[src/rtl/prime_scan_ctrl.sv]
// prime_scan_ctrl
//   Scans the inclusive range [lo, hi] and streams every prime it finds,
//   in ascending order. Primality is decided by trial division with odd
//   divisors only. Each remainder is built by repeated subtraction, one
//   subtraction per clock, so no divider is needed.
//
// Ports
//   clk, rst     : clock; asynchronous active-high reset
//   start        : scan request, sampled only while idle
//   lo, hi       : range bounds, captured when start is accepted
//   out_ready    : consumer accepts out_prime this cycle
//   busy         : scan in progress (every state except IDLE and DONE)
//   out_valid    : out_prime holds a prime waiting to be taken
//   out_prime    : prime value
//   done         : one-cycle pulse when the scan finishes
//   prime_count  : number of primes transferred in the current/last scan
//
// Output handshake: while out_valid=1, out_prime holds steady. A transfer
// happens on each rising edge where out_valid=1 and out_ready=1. The scan
// waits in EMIT for as long as out_ready stays low.
module prime_scan_ctrl #(
  parameter int N = 8
) (
  input  logic         clk,
  input  logic         rst,
  input  logic         start,
  input  logic [N-1:0] lo,
  input  logic [N-1:0] hi,
  input  logic         out_ready,
  output logic         busy,
  output logic         out_valid,
  output logic [N-1:0] out_prime,
  output logic         done,
  output logic [N-1:0] prime_count
);

  localparam logic [2:0] S_IDLE     = 3'd0;
  localparam logic [2:0] S_LOAD     = 3'd1;
  localparam logic [2:0] S_CLASSIFY = 3'd2;
  localparam logic [2:0] S_DIV      = 3'd3;
  localparam logic [2:0] S_STEP     = 3'd4;
  localparam logic [2:0] S_EMIT     = 3'd5;
  localparam logic [2:0] S_ADVANCE  = 3'd6;
  localparam logic [2:0] S_DONE     = 3'd7;

  logic [2:0]   state_q, state_d;
  logic [N-1:0] lo_q, lo_d;
  logic [N-1:0] hi_q, hi_d;
  logic [N-1:0] cand_q, cand_d;
  logic [N-1:0] d_q, d_d;
  logic [N-1:0] rem_q, rem_d;
  logic [N-1:0] out_prime_q, out_prime_d;
  logic [N-1:0] count_q, count_d;

  // The next divisor is d+2. The search can stop once (d+2)^2 > cand.
  // The square is formed at 2N+2 bits, so it never wraps.
  logic [N:0]     d_plus2;
  logic [2*N+1:0] d_plus2_wide;
  logic [2*N+1:0] d_plus2_sq;
  logic [2*N+1:0] cand_wide;

  assign d_plus2      = {1'b0, d_q} + (N+1)'(2);
  assign d_plus2_wide = {{(N+1){1'b0}}, d_plus2};
  assign d_plus2_sq   = d_plus2_wide * d_plus2_wide;
  assign cand_wide    = {{(N+2){1'b0}}, cand_q};

  always_comb begin
    state_d     = state_q;
    lo_d        = lo_q;
    hi_d        = hi_q;
    cand_d      = cand_q;
    d_d         = d_q;
    rem_d       = rem_q;
    out_prime_d = out_prime_q;
    count_d     = count_q;
    case (state_q)
      S_IDLE: begin
        if (start) begin
          lo_d    = lo;
          hi_d    = hi;
          count_d = '0;
          state_d = S_LOAD;
        end
      end
      S_LOAD: begin
        if (lo_q > hi_q) begin
          state_d = S_DONE;
        end else begin
          cand_d  = lo_q;
          state_d = S_CLASSIFY;
        end
      end
      S_CLASSIFY: begin
        if (cand_q < N'(2)) begin
          state_d = S_ADVANCE;
        end else if (cand_q == N'(2) || cand_q == N'(3)) begin
          out_prime_d = cand_q;
          state_d     = S_EMIT;
        end else if (!cand_q[0]) begin
          state_d = S_ADVANCE;
        end else begin
          d_d     = N'(3);
          rem_d   = cand_q;
          state_d = S_DIV;
        end
      end
      S_DIV: begin
        if (rem_q >= d_q) begin
          rem_d = rem_q - d_q;
        end else if (rem_q == '0) begin
          state_d = S_ADVANCE;
        end else begin
          state_d = S_STEP;
        end
      end
      S_STEP: begin
        d_d = d_plus2[N-1:0];
        if (d_plus2_sq > cand_wide) begin
          out_prime_d = cand_q;
          state_d     = S_EMIT;
        end else begin
          rem_d   = cand_q;
          state_d = S_DIV;
        end
      end
      S_EMIT: begin
        if (out_ready) begin
          count_d = count_q + N'(1);
          state_d = S_ADVANCE;
        end
      end
      S_ADVANCE: begin
        // Compare before incrementing so that hi = 2^N-1 ends the scan
        // instead of wrapping cand back to 0.
        if (cand_q == hi_q) begin
          state_d = S_DONE;
        end else begin
          cand_d  = cand_q + N'(1);
          state_d = S_CLASSIFY;
        end
      end
      S_DONE: begin
        state_d = S_IDLE;
      end
      default: begin
        state_d = S_IDLE;
      end
    endcase
  end

  always_ff @(posedge clk or posedge rst) begin
    if (rst) begin
      state_q     <= S_IDLE;
      lo_q        <= '0;
      hi_q        <= '0;
      cand_q      <= '0;
      d_q         <= '0;
      rem_q       <= '0;
      out_prime_q <= '0;
      count_q     <= '0;
    end else begin
      state_q     <= state_d;
      lo_q        <= lo_d;
      hi_q        <= hi_d;
      cand_q      <= cand_d;
      d_q         <= d_d;
      rem_q       <= rem_d;
      out_prime_q <= out_prime_d;
      count_q     <= count_d;
    end
  end

  assign busy        = (state_q != S_IDLE) && (state_q != S_DONE);
  assign out_valid   = (state_q == S_EMIT);
  assign done        = (state_q == S_DONE);
  assign out_prime   = out_prime_q;
  assign prime_count = count_q;

endmodule
[config.mk]
export PLATFORM = sky130hd
export DESIGN_NAME = prime_scan_ctrl
export DESIGN_NICKNAME = d
export VERILOG_FILES = /design/src/rtl/prime_scan_ctrl.sv
export SDC_FILE = /design/constraint.sdc
export NUM_CORES = 1
export LEC_CHECK = 0
export ABC_AREA = 0
export BUFFER_PORTS_ARGS = -buffer_cell sky130_fd_sc_hd__buf_2
export CORE_UTILIZATION = 40
export DETAILED_ROUTE_END_ITERATION = 12
export PLACE_DENSITY = 0.61
export SLEW_MARGIN = 20
export SYNTH_ARGS = -nofsm -noshare
export SYNTH_HDL_FRONTEND = slang
export SYNTH_SLANG_ARGS = --single-unit
[constraint.sdc]
create_clock -name clk -period 9.55 [get_ports clk]
set_clock_uncertainty 0.15 [all_clocks]
set_input_delay 0.955 -clock clk [delete_from_list [all_inputs] [get_ports clk]]
set_output_delay 0.955 -clock clk [all_outputs]
set_load 0.005 [all_outputs]
==> impl_results.md <==
* Status: completed
* Worst min path class: reg2reg
* Synth Instances at 692
* Vias in the first global route at 4,959
* Clock root buffer: clkbuf_16
* Top-level port count at 39
* Worst skew pair latency at 340 ps
* CP startpoint kind: register
* Post-synthesis mux area share at 0.05182
* Worst Tran Pin Value at 832.9 ps
* Internal at 1.055 mW
* Netlist Area Pre-Place at 0.006036 mm²
* Main combinational cell family by area after synthesis: adder cells
* Antenna Nets Post-Route at 0
* Max-slew violations at 0
* # hold bufs at CTS at 0
* Die Area at 0.01559 mm²
* CORE AREA at 0.01464 mm²
* PD cells at 287.3 mW/mm²
* Vias per inst at 5.432
* Crit-path max FO at 14
* VDD IR-drop max at 0.1533 mV
* Worst slew margin at 0.4396
* Initial antenna violation count at 0
* Routed vias at 4,932
* Port Buffers at 38
* Commonest cells after routing, fill and taps aside: inv_1, nor2_1, ha_1
* Asr flop ratio synth at 1.000
* Ant. Diodes at 0
* Sw Share at 0.4464
* Setup crit end kind: register
* Combinational power share at 0.556
* Endpoints failing hold at 0
* Simple-Gate Fraction of Synth Area at 0.1739
* Final worst-path cycle share at 0.8221
* Unrepaired setup endpoints after global routing: false
* CP Data Required Time at 9610 ps
* Drt total wl at 13.83 mm
* Leakage power at 3.257 nW
* Overflow left after global routing at 0
* Bufs on Longest Clock Path at 2
* DR WL/cell at 15.23 µm
* Tot GR Track Use at 0.1861
* Adder-Cell Fraction of Synth Area at 0.2413
* Netlist cell types at 70
* Sequential element share of the synthesized area at 0.2446
* Final GP Congestion at 0.8610
* Final cell utilization of the core at 0.4532
* Fillers at 1,440
* # H-tree levels at 3
* Starting Density at 0.4122
* Layout area overhead at 9.950%
* Max Fclk at 127.4 MHz
* Max-cap violations at 0
* First-pass GRT wire length at 23.76 mm
* # DRC at 0
* TNS Setup at 0 ps
* Most common cell after layout, fill and taps aside: inv_1
* Die X at 124.8 µm
* Worst-path clk slew at 60 ps
* Final setup viols at 0
* TritonCTS clock tree: built
* Top_reg_cell synth: dfrtp_1
* CTS Sinks at 59
* # nets final at 835
* Min cycle time layout at 7851 ps
* Footprint of the multi-input gates at 0.004068 mm²
* Setup bufs post-CTS at 0
* Post-DP HPWL at 10.97 mm
* Synth Register Bits at 59
* Synth Area in XOR/XNOR at 0.04643
* Crit path DAT at 7920 ps
* DR pass1 iterations at 5
* Layout cells sized above 1 at 0.1326
* Storage element area at 0.001476 mm²
* Quantity of gates resized following cts at 0
* Largest net degree at the start of global routing at 60
* Compound-Gate Fraction of Synth Area at 0.1569
* Clock share of power at 0.171
* Avg Inst Size Synth at 8.722 µm²
* Synth warn at 0
* Sequential power share at 0.272
* Critical setup path kind: reg2reg
* Die H at 124.8 µm
* Sw Pwr at 851.0 µW
* Tot Pwr at 1.906 mW
* CTS Buf Count at 9
* EDFF count, synth at 0
* Initial DRC count at 283
* Std cell rows at 44
==> power by group through the flow <==
stage               sequential, mW  combinational, mW  clock, mW
floorplan                    0.428              0.910          0
global placement             0.518               1.02          0
detailed placement           0.522               1.06          0
CTS                          0.519               1.07      0.332
global route                 0.539               1.21      0.343
finish                       0.519               1.06      0.327
==> cells by family (layout without fill, tap and decap cells) <==
group / after synthesis / count (layout)
AOI/OAI and AO/OA: 148 / 148
buffers and inverters: 120 / 149
DFF: 59 / 59
and+or+nand+nor: 209 / 209
xor gates and xnor gates: 32 / 32
other: 2 / 5
muxes: 26 / 26
adders and majority gates: 96 / 96
==> worst max-delay path: stages, from the launching register on <==
cell	delay (ps)
dfrtp_1	600
ha_1	370
nand3_1	160
nor3_1	390
xnor2_1	270
nand2b_1	250
fa_1	580
inv_1	70
fa_1	500
inv_1	50
fa_1	480
fa_1	550
inv_1	40
ha_1	320
xnor2_1	180
ha_1	270
a211oi_1	220
o31a_1	180
a221o_1	160
o2111ai_1	130
nor4b_2	230
o2111ai_1	190
nor4_4	440
o221a_1	610
mux2_4	350
==> cells in the mapped netlist, types with 13 or more instances <==
master / n / area share
nand3_1: 20 / 0.017
ha_1: 62 / 0.13
inv_1: 90 / 0.056
clkbuf_1: 18 / 0.011
nor2_1: 67 / 0.042
fa_1: 34 / 0.11
xor2_1: 20 / 0.029
a21oi_1: 36 / 0.030
nor2b_1: 13 / 0.013
nand2_1: 48 / 0.030
dfrtp_1: 59 / 0.24
o21ai_0: 46 / 0.038
==> registers in the layout, summed over array words and instances, names as in the netlist <==
signal	count
prime_count	8
cand_q	8
hi_q	8
state_q	3
d_q	8
out_prime	8
lo_q	8
rem_q	8
==> final timing paths <==
path / startpoint / end / slack (ps) / cells after the start
hold / removal: out_prime[6] / out_prime[6] / 350 / 1
min in group asynchronous: rst / lo_q[4] / 690 / 3
hold reg to reg: out_prime[6] / out_prime[6] / 350 / 1
setup reg to reg: d_q[1] / rem_q[3] / 1700 / 24
max in group asynchronous: rst / d_q[1] / 8050 / 3
setup / recovery: d_q[1] / rem_q[3] / 1700 / 24
==> layout make-up <==
cell class                      count  share of cell area
Clock buffer                       10             0.03601
Clock inverter                      6            0.009804
Inverter                           92             0.05204
Multi-Input combinational cell    516              0.6129
Sequential cell                    59              0.2225
Tap cell                          184             0.03469
Timing Repair Buffer               41             0.03205
==> through the flow <==
stage / cells / instance area [µm²] / hold WS [ps] / setup slack, ps
after floorplan: 695 / 6047 / 338.9 / 2692
after detailed placement: 892 / 6332 / 332.4 / 1717
after global routing: 908 / 6636 / 376.6 / 1194
final: 908 / 6636 / 350.5 / 1699
after CTS: 908 / 6636 / 348.4 / 1702
after global placement: 892 / 6332 / 320.0 / 1935
==> layer usage <==
layer | global-route usage | vias up | wire length, µm
met4 | 0.06098 | 0 | 257
met1 | 0.2417 | 2395 | 6344
met3 | 0.01976 | 25 | 397
met2 | 0.3229 | 98 | 6831
met5 | 0 | - | 0
li1 | - | 2414 | -
Power figures use the tool's default switching activity.
